--- config.mk ---
export PLATFORM = sky130hd
export DESIGN_NAME = seq_parser_multi
export DESIGN_NICKNAME = d
export VERILOG_FILES = /design/src/rtl/seq_parser_multi.sv
export SDC_FILE = /design/constraint.sdc
export NUM_CORES = 2
export LEC_CHECK = 0
export BUFFER_PORTS_ARGS = -buffer_cell sky130_fd_sc_hd__buf_2
export CORE_ASPECT_RATIO = 1.75
export CORE_MARGIN = 4
export CORE_UTILIZATION = 57
export DETAILED_ROUTE_END_ITERATION = 7
export PLACE_DENSITY = 0.75
export SYNTH_ARGS = -nofsm -noshare
export SYNTH_HDL_FRONTEND = slang
export SYNTH_SLANG_ARGS = --single-unit
--- constraint.sdc ---
create_clock -name clk -period 17.3 [get_ports clk]
set_input_delay 0.865 -clock clk [delete_from_list [all_inputs] [get_ports clk]]
set_output_delay 0.865 -clock clk [all_outputs]
set_load 0.05 [all_outputs]
--- src/rtl/seq_parser_multi.sv ---
// Framed packet parser: assembles length/stream/sequence packets into a wide output slot,
// tracking per-stream sequence numbers for gap, stale and framing errors.
module seq_parser_multi #(
    parameter int unsigned NUM_STREAMS = 32,
    parameter int unsigned MAX_WORDS   = 10,
    parameter int unsigned SEQ_W       = 32
) (
    input  logic                    clk,
    input  logic                    reset_b,
    input  logic [31:0]             dataIn,
    input  logic                    dataIn_val,
    output logic                    dataIn_ready,
    input  logic                    dataIN_last,
    output logic [MAX_WORDS*32-1:0] dataOut,
    output logic [15:0]             dataOut_bytes,
    output logic [15:0]             dataOut_stream,
    output logic [SEQ_W-1:0]        dataOut_seq,
    output logic                    dataOut_val,
    input  logic                    dataOut_ready,
    output logic                    packetLost,
    output logic [15:0]             lostCount,
    output logic                    stale,
    output logic                    lenError,
    output logic [7:0]              droppedCount
);

    localparam int unsigned IDX_W     = (NUM_STREAMS > 1) ? $clog2(NUM_STREAMS) : 1;
    localparam int unsigned WI_W      = $clog2(MAX_WORDS + 1);
    localparam int unsigned MAX_BYTES = MAX_WORDS * 4;
    localparam int unsigned OUT_W     = MAX_WORDS * 32;

    typedef enum logic [1:0] {IDLE, HDR2, DATA, COMMIT} state_t;

    state_t            state_q, state_d;
    logic [15:0]       len_q, len_d;
    logic [15:0]       stream_q, stream_d;
    logic [SEQ_W-1:0]  seq_q, seq_d;
    logic [15:0]       rem_q, rem_d;
    logic [WI_W-1:0]   widx_q, widx_d;
    logic              lerr_q, lerr_d;
    logic [31:0]       buf_q [MAX_WORDS];
    logic [31:0]       buf_d [MAX_WORDS];

    logic [OUT_W-1:0]  dout_q, dout_d;
    logic [15:0]       bytes_q, bytes_d;
    logic [15:0]       ostream_q, ostream_d;
    logic [SEQ_W-1:0]  oseq_q, oseq_d;
    logic              oval_q, oval_d;
    logic              lost_q, lost_d;
    logic [15:0]       lcnt_q, lcnt_d;
    logic              stale_q, stale_d;
    logic              olerr_q, olerr_d;
    logic [7:0]        drop_q, drop_d;

    logic [SEQ_W-1:0]       tbl_seq_q [NUM_STREAMS];
    logic [SEQ_W-1:0]       tbl_seq_d [NUM_STREAMS];
    logic [NUM_STREAMS-1:0] tbl_vld_q, tbl_vld_d;

    logic              accept_c;
    logic              commit_ok_c;
    logic [IDX_W-1:0]  tidx_c;
    logic [SEQ_W-1:0]  dist_c;
    logic [31:0]       dist32_c;
    logic              is_stale_c;
    logic [15:0]       pl_bytes_c;
    logic [31:0]       word_c;
    logic [15:0]       rem_n_c;
    logic              word_err_c;

    assign dataIn_ready   = (state_q != COMMIT);
    assign dataOut        = dout_q;
    assign dataOut_bytes  = bytes_q;
    assign dataOut_stream = ostream_q;
    assign dataOut_seq    = oseq_q;
    assign dataOut_val    = oval_q;
    assign packetLost     = lost_q;
    assign lostCount      = lcnt_q;
    assign stale          = stale_q;
    assign lenError       = olerr_q;
    assign droppedCount   = drop_q;

    assign accept_c    = dataIn_val && (state_q != COMMIT);
    assign commit_ok_c = !oval_q || dataOut_ready;
    assign tidx_c      = stream_q[IDX_W-1:0];
    assign dist_c      = seq_q - tbl_seq_q[tidx_c] - SEQ_W'(1);
    assign dist32_c    = 32'(dist_c);
    assign is_stale_c  = tbl_vld_q[tidx_c] && dist_c[SEQ_W-1];

    // Payload byte count reported with the packet, clipped to the slot size
    always_comb begin
        pl_bytes_c = (len_q < 16'd8) ? 16'd0 : (len_q - 16'd8);
        if (pl_bytes_c > 16'(MAX_BYTES)) begin
            pl_bytes_c = 16'(MAX_BYTES);
        end
    end

    // Trim the incoming payload word against the remaining byte budget
    always_comb begin
        word_c     = dataIn;
        rem_n_c    = rem_q;
        word_err_c = 1'b0;
        if (rem_q >= 16'd4) begin
            rem_n_c = rem_q - 16'd4;
        end else if (rem_q != 16'd0) begin
            word_c  = dataIn & ~(32'hFFFF_FFFF >> {rem_q[1:0], 3'b000});
            rem_n_c = 16'd0;
        end else begin
            word_c     = 32'd0;
            word_err_c = 1'b1;
        end
    end

    always_comb begin
        state_d   = state_q;
        len_d     = len_q;
        stream_d  = stream_q;
        seq_d     = seq_q;
        rem_d     = rem_q;
        widx_d    = widx_q;
        lerr_d    = lerr_q;
        buf_d     = buf_q;
        dout_d    = dout_q;
        bytes_d   = bytes_q;
        ostream_d = ostream_q;
        oseq_d    = oseq_q;
        oval_d    = oval_q;
        lost_d    = lost_q;
        lcnt_d    = lcnt_q;
        stale_d   = stale_q;
        olerr_d   = olerr_q;
        drop_d    = drop_q;
        tbl_seq_d = tbl_seq_q;
        tbl_vld_d = tbl_vld_q;

        if (oval_q && dataOut_ready) begin
            oval_d = 1'b0;
        end

        case (state_q)
            IDLE: begin
                if (accept_c) begin
                    if (dataIN_last) begin
                        drop_d = (drop_q == 8'hFF) ? drop_q : (drop_q + 8'd1);
                    end else begin
                        len_d    = dataIn[31:16];
                        stream_d = dataIn[15:0];
                        if (dataIn[31:16] < 16'd8) begin
                            rem_d  = 16'd0;
                            lerr_d = 1'b1;
                        end else begin
                            rem_d  = dataIn[31:16] - 16'd8;
                            lerr_d = 1'b0;
                        end
                        state_d = HDR2;
                    end
                end
            end
            HDR2: begin
                if (accept_c) begin
                    if (dataIN_last) begin
                        drop_d  = (drop_q == 8'hFF) ? drop_q : (drop_q + 8'd1);
                        state_d = IDLE;
                    end else begin
                        seq_d  = dataIn[SEQ_W-1:0];
                        widx_d = '0;
                        for (int i = 0; i < int'(MAX_WORDS); i++) begin
                            buf_d[i] = 32'd0;
                        end
                        state_d = DATA;
                    end
                end
            end
            DATA: begin
                if (accept_c) begin
                    rem_d = rem_n_c;
                    if (word_err_c) begin
                        lerr_d = 1'b1;
                    end
                    // Words beyond the slot are dropped but still flag the packet
                    if (widx_q < WI_W'(MAX_WORDS)) begin
                        for (int i = 0; i < int'(MAX_WORDS); i++) begin
                            if (WI_W'(i) == widx_q) begin
                                buf_d[i] = word_c;
                            end
                        end
                        widx_d = widx_q + WI_W'(1);
                    end else begin
                        lerr_d = 1'b1;
                    end
                    if (dataIN_last) begin
                        if (rem_n_c != 16'd0) begin
                            lerr_d = 1'b1;
                        end
                        state_d = COMMIT;
                    end
                end
            end
            COMMIT: begin
                if (commit_ok_c) begin
                    for (int i = 0; i < int'(MAX_WORDS); i++) begin
                        dout_d[(int'(MAX_WORDS) - i) * 32 - 1 -: 32] = buf_q[i];
                    end
                    bytes_d   = pl_bytes_c;
                    ostream_d = stream_q;
                    oseq_d    = seq_q;
                    olerr_d   = lerr_q;
                    oval_d    = 1'b1;
                    lost_d    = 1'b0;
                    lcnt_d    = 16'd0;
                    stale_d   = 1'b0;
                    if (tbl_vld_q[tidx_c]) begin
                        if (dist_c[SEQ_W-1]) begin
                            stale_d = 1'b1;
                        end else if (dist_c != '0) begin
                            lost_d = 1'b1;
                            lcnt_d = (dist32_c > 32'd65535) ? 16'hFFFF : dist32_c[15:0];
                        end
                    end
                    // Stale or malformed packets leave the stream's history untouched
                    if (!lerr_q && !is_stale_c) begin
                        tbl_seq_d[tidx_c] = seq_q;
                        tbl_vld_d[tidx_c] = 1'b1;
                    end
                    state_d = IDLE;
                end
            end
            default: state_d = IDLE;
        endcase
    end

    always_ff @(posedge clk or negedge reset_b) begin
        if (!reset_b) begin
            state_q   <= IDLE;
            len_q     <= 16'd0;
            stream_q  <= 16'd0;
            seq_q     <= '0;
            rem_q     <= 16'd0;
            widx_q    <= '0;
            lerr_q    <= 1'b0;
            dout_q    <= '0;
            bytes_q   <= 16'd0;
            ostream_q <= 16'd0;
            oseq_q    <= '0;
            oval_q    <= 1'b0;
            lost_q    <= 1'b0;
            lcnt_q    <= 16'd0;
            stale_q   <= 1'b0;
            olerr_q   <= 1'b0;
            drop_q    <= 8'd0;
            tbl_vld_q <= '0;
            for (int i = 0; i < int'(MAX_WORDS); i++) begin
                buf_q[i] <= 32'd0;
            end
            for (int i = 0; i < int'(NUM_STREAMS); i++) begin
                tbl_seq_q[i] <= '0;
            end
        end else begin
            state_q   <= state_d;
            len_q     <= len_d;
            stream_q  <= stream_d;
            seq_q     <= seq_d;
            rem_q     <= rem_d;
            widx_q    <= widx_d;
            lerr_q    <= lerr_d;
            dout_q    <= dout_d;
            bytes_q   <= bytes_d;
            ostream_q <= ostream_d;
            oseq_q    <= oseq_d;
            oval_q    <= oval_d;
            lost_q    <= lost_d;
            lcnt_q    <= lcnt_d;
            stale_q   <= stale_d;
            olerr_q   <= olerr_d;
            drop_q    <= drop_d;
            tbl_vld_q <= tbl_vld_d;
            for (int i = 0; i < int'(MAX_WORDS); i++) begin
                buf_q[i] <= buf_d[i];
            end
            for (int i = 0; i < int'(NUM_STREAMS); i++) begin
                tbl_seq_q[i] <= tbl_seq_d[i];
            end
        end
    end

endmodule
# == Yosys cells after proc, flatten, opt, wreduce, memory -nomap -nowiden ==
# Cells that the tools add are included.
# word_totals
reg_bits,1875
in_bits,37
output_inout_bits,413
wordCells,224
# classes
addsub,7
n_lt_le_gt_ge,10
eq_ne,32
n_shift,1
muxes,72
n_bitwise,6
n_reduce_logical,36
# op_table
op,count
$mux W320,4
$bwmux W1024,1
$pmux W320 S2,1
$mux W32,15
$mux W16,12
$bmux W32 S5,1
$demux W32 S5,1
$reduce_and A6 Y1,11
$ne A2 B2 Y1 const B,19
$and A32 B32 Y32,1
$gt A32 B16 Y1 const B,1
$lt A16 B4 Y1 const B,2
$not A32 Y32,1
$or A32 B32 Y32,1
$pmux W16 S2,1
$reduce_bool A16 Y1,2
$reduce_bool A32 Y1,1
$shr A32 B5 Y32 const A,1
$sub A16 B4 Y16 const B,2
$sub A32 B1 Y32 const B,1
$sub A32 B32 Y32,1
$mux W1,20
$eq A3 B4 Y1 const A,4
$ge A16 B3 Y1 const B,1
35 further kinds,59

# == Longest topological paths before layout ==
# depth
word_depth,11
ltp_mapped,24
depth_no_buf,16

# == Worst setup path after synthesis ==
# OpenSTA, ideal clock, no wires.
# synth_path
path_kind,flip-flop to flip-flop
startpoint,reg stream_q[0]
endpoint,"reg lcnt_q[10], in the netlist lostCount[10]"
setup_ps,142
t_arrival_ps,5481
required_ps,17158
slack_ps,11677
path_stages_with_launch,22
n_path_buf,6
synth_period_minus_slack_ps,5623
cell_sequence,dfrtp_1 buf_2 clkbuf_1 clkbuf_1 buf_1 mux4_2 a221oi_1 and3_1 ha_1 inv_1 fa_1 nand2b_1 a211oi_1 o21ba_2 o21ai_0 nand3_1 o2111ai_1 a2111oi_0 and4_1 buf_2 buf_2 a32oi_1
# synth_via
elab_chain_cells,11
elab_cells_between_ends,14
cone_classes,add/sub: 2; order compare: 1; mux: 9; bitwise: 1; reduce/logical: 1
# synth_rtl
element,line,text
start: declaration,36,"logic [15:0] stream_q, stream_d;"
start signal: assignment,260,stream_q <= stream_d;
$not A5 Y6 (implied by the code),85,assign dist_c = seq_q - tbl_seq_q[tidx_c] - SEQ_W'(1);
$bmux W32 S5,85,
$mux W32 (implied by the code) (2 in series),85,
$sub A32 B32 Y32,85,
$sub A32 B1 Y32,85,
$gt A32 B16 Y1,216,lcnt_d = (dist32_c > 32'd65535) ? 16'hFFFF : dist32_c[15:0];
$mux W16,216,
$mux W16,214,end else if (dist_c != '0) begin
$mux W16,212,if (dist_c[SEQ_W-1]) begin
$mux W16 (*),211,if (tbl_vld_q[tidx_c]) begin
end signal: assignment,271,lcnt_q <= lcnt_d;
end: declaration,50,"logic [15:0] lcnt_q, lcnt_d;"
# Every way passes the cells marked *; elsewhere a longest branch is shown, timed or not. The select of a mux whose other input is x is not followed.
# A chain may end at the register's enable or synchronous reset.

# == Worst setup path after layout ==
# layout_path
startpoint,reg stream_q[1]
endpoint,reg tbl_seq_q[835] (netlist bit)
# layout_via
elab_chain_cells,10
elab_cells_between_ends,18
cone_classes,add/sub: 2; order compare: 2; mux: 8; bitwise: 1; reduce/logical: 5
# layout_rtl
element,line,text
$not A5 Y6 (implied by the code),"85, 221",
$bmux W32 S5,85,
$mux W32 (implied by the code) (2 in series),85,
$sub A32 B32 Y32,85,
$sub A32 B1 Y32,85,
$logic_and A1 B1 Y1,87,assign is_stale_c = tbl_vld_q[tidx_c] && dist_c[SEQ_W-1];
$logic_not A1 Y1,220,if (!lerr_q && !is_stale_c) begin
$logic_and A1 B1 Y1,220,
$reduce_and A3 Y1 (no source line),--,
end signal: indexed assignment,280,tbl_seq_q[i] <= tbl_seq_d[i];
end: declaration,55,logic [SEQ_W-1:0] tbl_seq_q [NUM_STREAMS];
# Parallel ways exist; a longest one is shown, timed or not. The select of a mux whose other input is x is not followed.

==> results.yml <==
clock_tree:
  cts_root_buf: "clkbuf_16"
  cts_made_buffers: 158
  post_cts_resized: 0
  clk_pin_slew_ns: 0.07
  clockBufferDepth: 3
  insertion_delay_ns: 0.80
  htreeDepth: 4
  cts_hold_buf: 0
  post-cts-setup-buffer-count: 0
  cts_sinks: 1875
  cts_tree: "built"
worst_setup_path:
  cpMaxStageDelayCell: "dfrtp_4"
  cp.required_ns: 17.98
  path_cells: "buf_12 > buf_12 > buf_4 > mux4_2 > a22o_1 > nor4_1 > ha_1 > a211oi_1 > o31ai_1 > buf_4 > o211ai_1 > nand3_1 > a31oi_1 > xnor2_1 > and2_4 > nor3_4 > buf_4 > mux2_2"
  crit_arrival_ns: 9.33
  timing.critical_path.mode_cell: "buf_4"
  slowest_delay_ns: 0.89
  cp-end-kind: "register"
  path_buf_inv: 5
  crit_family: "buffers and inverters"
  worstSetupPathType: "register to register"
  start_kind: "register"
  cp_max_fo: 96
layout:
  syn2layout_area_growth_pct: 11.1
  final_common_cell: "dfrtp_1"
  most-common-layout-cells: "1,873 x dfrtp_1, 1,568 x nand2_1, 1,032 x mux2_2, 448 x buf_2, 361 x o21ai_0"
  nets: 6717
  drive_gt1_share_pct: 33.2
logic_synthesis:
  synth_top_family_by_area: "multiplexers"
  yosysSeqAreaShare_pct: 58.1
  async_reset_ff_share_pct: 100
  synth_edf_count: 0
  synth_top_flop_cell: "dfrtp_1"
  syn_inst: 6379
  synth.distinct_cells: 76
  ys_warn_count: 0
  yosys.area_share.adder_pct: 0.645
  synth_xor_xnor_area_share_pct: 0.445
  syn_nets: 6457
  ys_seq_elements: 1875
  synth.mux.area_fraction_pct: 22.7
  syn-mean-instance-area_um2: 12.7
  syn_area_mm2: 0.0807
  yosys.area_share.simple_pct: 9.89
  synth_compound_area_share_pct: 5.29
pwr:
  powerDensity_mw_per_mm2: 183
  leakage_nw: 44.7
  internal_power_mw: 9.50
  clockPowerShare_pct: 22.9
  p_comb_share_pct: 38.0
  p_switching_mw: 6.91
  ir_drop_mv: 0.107
  finalPower_mw: 16.4
  seq_power_share_pct: 39.1
  p_sw_share_pct: 42.1
sta:
  hold_viol: 0
  setup_viol_count_final: 0
  tightest_slew_ns: 1.34
  finalCritPeriodShare_pct: 50.0
  max_freq_ghz: 0.116
  finalCriticalPeriod_ns: 8.65
  slew_headroom_pct: 10.4
  rsz0062_at_grt: "false"
  slew_violations: 0
  fin_setup_tns_ns: 0
  fin_skew_ns: 0.0364
drt:
  vias_per_cell: 6.20
  drtIter0Drc: 4803
  drtPass1Iterations: 6
  ant_nets: 0
  wire_per_inst_um: 26.6
  vias: 53400
  drc: 0
  drt-total-wl_um: 229000
floorplan:
  core_region_area_mm2: 0.141
  dieArea_mm2: 0.148
  floorplan.initialDensity_pct: 57.4
  ioPinCount: 450
  dieWidth_um: 292
  die_h_um: 506
  floorplan.rows: 182
grt:
  grt_pass1_vias: 55000
  grt_max_degree: 199
  gr-total-overflow: 0
  grt_pass1_wl_um: 345000
  antenna_found_initial: 10
  grt_use_total_pct: 30.8
placement:
  place_congestion: 0.958
  io_buffers: 449
  hpwl_um: 145000
hold_path:
  hold_class: "primary input to asynchronous set/reset pin"
flow_run:
  cap_violations: 0
status:
  status: "completed"
worst paths after layout:
kind	slack [ns]	end	cells past startpoint	start
worst max register to register	8.65	tbl_seq_q[835]$_DFFE_PN0P_	18	stream_q[1]$_DFFE_PN0P_
worst min register to register	0.45	dataOut[70]$_DFFE_PN0P_	2	buf_q[70]$_DFFE_PN0P_
max in group asynchronous	13.19	tbl_seq_q[975]$_DFFE_PN0P_	5	reset_b
min in group clk	0.35	seq_q[3]$_DFFE_PN0P_	2	dataIn[3]
worst max-delay path	8.65	tbl_seq_q[835]$_DFFE_PN0P_	18	stream_q[1]$_DFFE_PN0P_
worst min-delay path	0.16	dataOut[214]$_DFFE_PN0P_	1	reset_b
registers in the layout, indices dropped and copies added, names as in the netlist, named ones only:
name,count
buf_q,320
dataOut,320
dataOut_bytes,16
dataOut_seq,32
dataOut_stream,16
dataOut_val,1
droppedCount,8
lenError,1
len_q,16
lerr_q,1
lostCount,16
packetLost,1
rem_q,16
seq_q,32
stale,1
state_q,1
stream_q,16
tbl_seq_q,1024
tbl_vld_q,32
widx_q,4
worst reg2reg max path, cell delays in order, from the launching register on:
cell and delay (ns):
dfrtp_4 0.89, buf_12 0.54, buf_12 0.75, buf_4 0.78
mux4_2 0.40, a22o_1 0.24, nor4_1 0.62, ha_1 0.36
a211oi_1 0.33, o31ai_1 0.17, buf_4 0.17, o211ai_1 0.21
nand3_1 0.30, a31oi_1 0.29, xnor2_1 0.12, and2_4 0.42
nor3_4 0.92, buf_4 0.60, mux2_2 0.43
metrics by stage:
step	util (%)	setup WS [ns]	area (µm²)	hold slack, ns	std cells
3_3_place_gp	59.9	8.52	84300	0.445	8319
2_1_floorplan	-	11.68	80700	0.434	6379
3_5_place_dp	59.9	8.61	84300	0.447	8319
4_1_cts	63.7	8.58	89700	0.175	8600
6_report	63.7	8.65	89700	0.164	8610
5_1_grt	63.7	8.22	89700	0.224	8603
routing by layer:
metal | part of all wire, % | GRT usage (%) | vias up | wire (µm)
li1 | - | - | 22700 | -
met1 | 36 | 36.8 | 27700 | 81900
met2 | 50 | 52.7 | 2369 | 115000
met3 | 7.2 | 5.77 | 658 | 16500
met4 | 6.7 | 17.2 | 8 | 15400
met5 | 0.019 | 0 | - | 43
cells in the mapped netlist, drive strengths merged, types with 15 or more instances:
library cell,number,area [µm²]
a21oi,62,322
a221oi,31,272
a22o,52,455
a22oi,74,556
and3,39,244
buf,144,976
clkbuf,331,1270
dfrtp,1875,46900
ha,40,500
inv,25,93.8
mux2,1097,12500
mux4,256,5770
nand2,1574,5910
nand3,15,75.1
nand4,15,93.8
nor2,50,188
nor3,54,617
o21ai,363,1820
or2,33,206
xnor2,26,228
xor2,15,131
cell type report:
type,count,area (µm²)
repair buffers,575,3310
diodes,10,25.0
clock inverters,69,975
fillers,10300,51000
multi-input cells,4004,31600
well taps,1840,2300
inverters,25,93.8
flip-flops and latches,1875,46900
clock buffers,212,4450
kinds of logic after synthesis:
family | after synthesis
AO/OA/AOI/OAI | 689
XOR/XNOR | 41
adder cells (fa/ha/maj) | 41
buffers and inverters | 500
flip-flops | 1875
multiplexers | 1363
AND/OR/NAND/NOR | 1870
power by group through the flow:
stage	Clock, mW	Combinational (mW)	Sequential (mW)
2_1_floorplan	0	2.97	7.61
3_3_place_gp	0	6.05	6.39
3_5_place_dp	0	6.16	6.45
4_1_cts	3.80	6.21	6.38
5_1_grt	3.97	6.60	6.53
6_report	3.76	6.24	6.41
(Power assumes the default switching activity.)
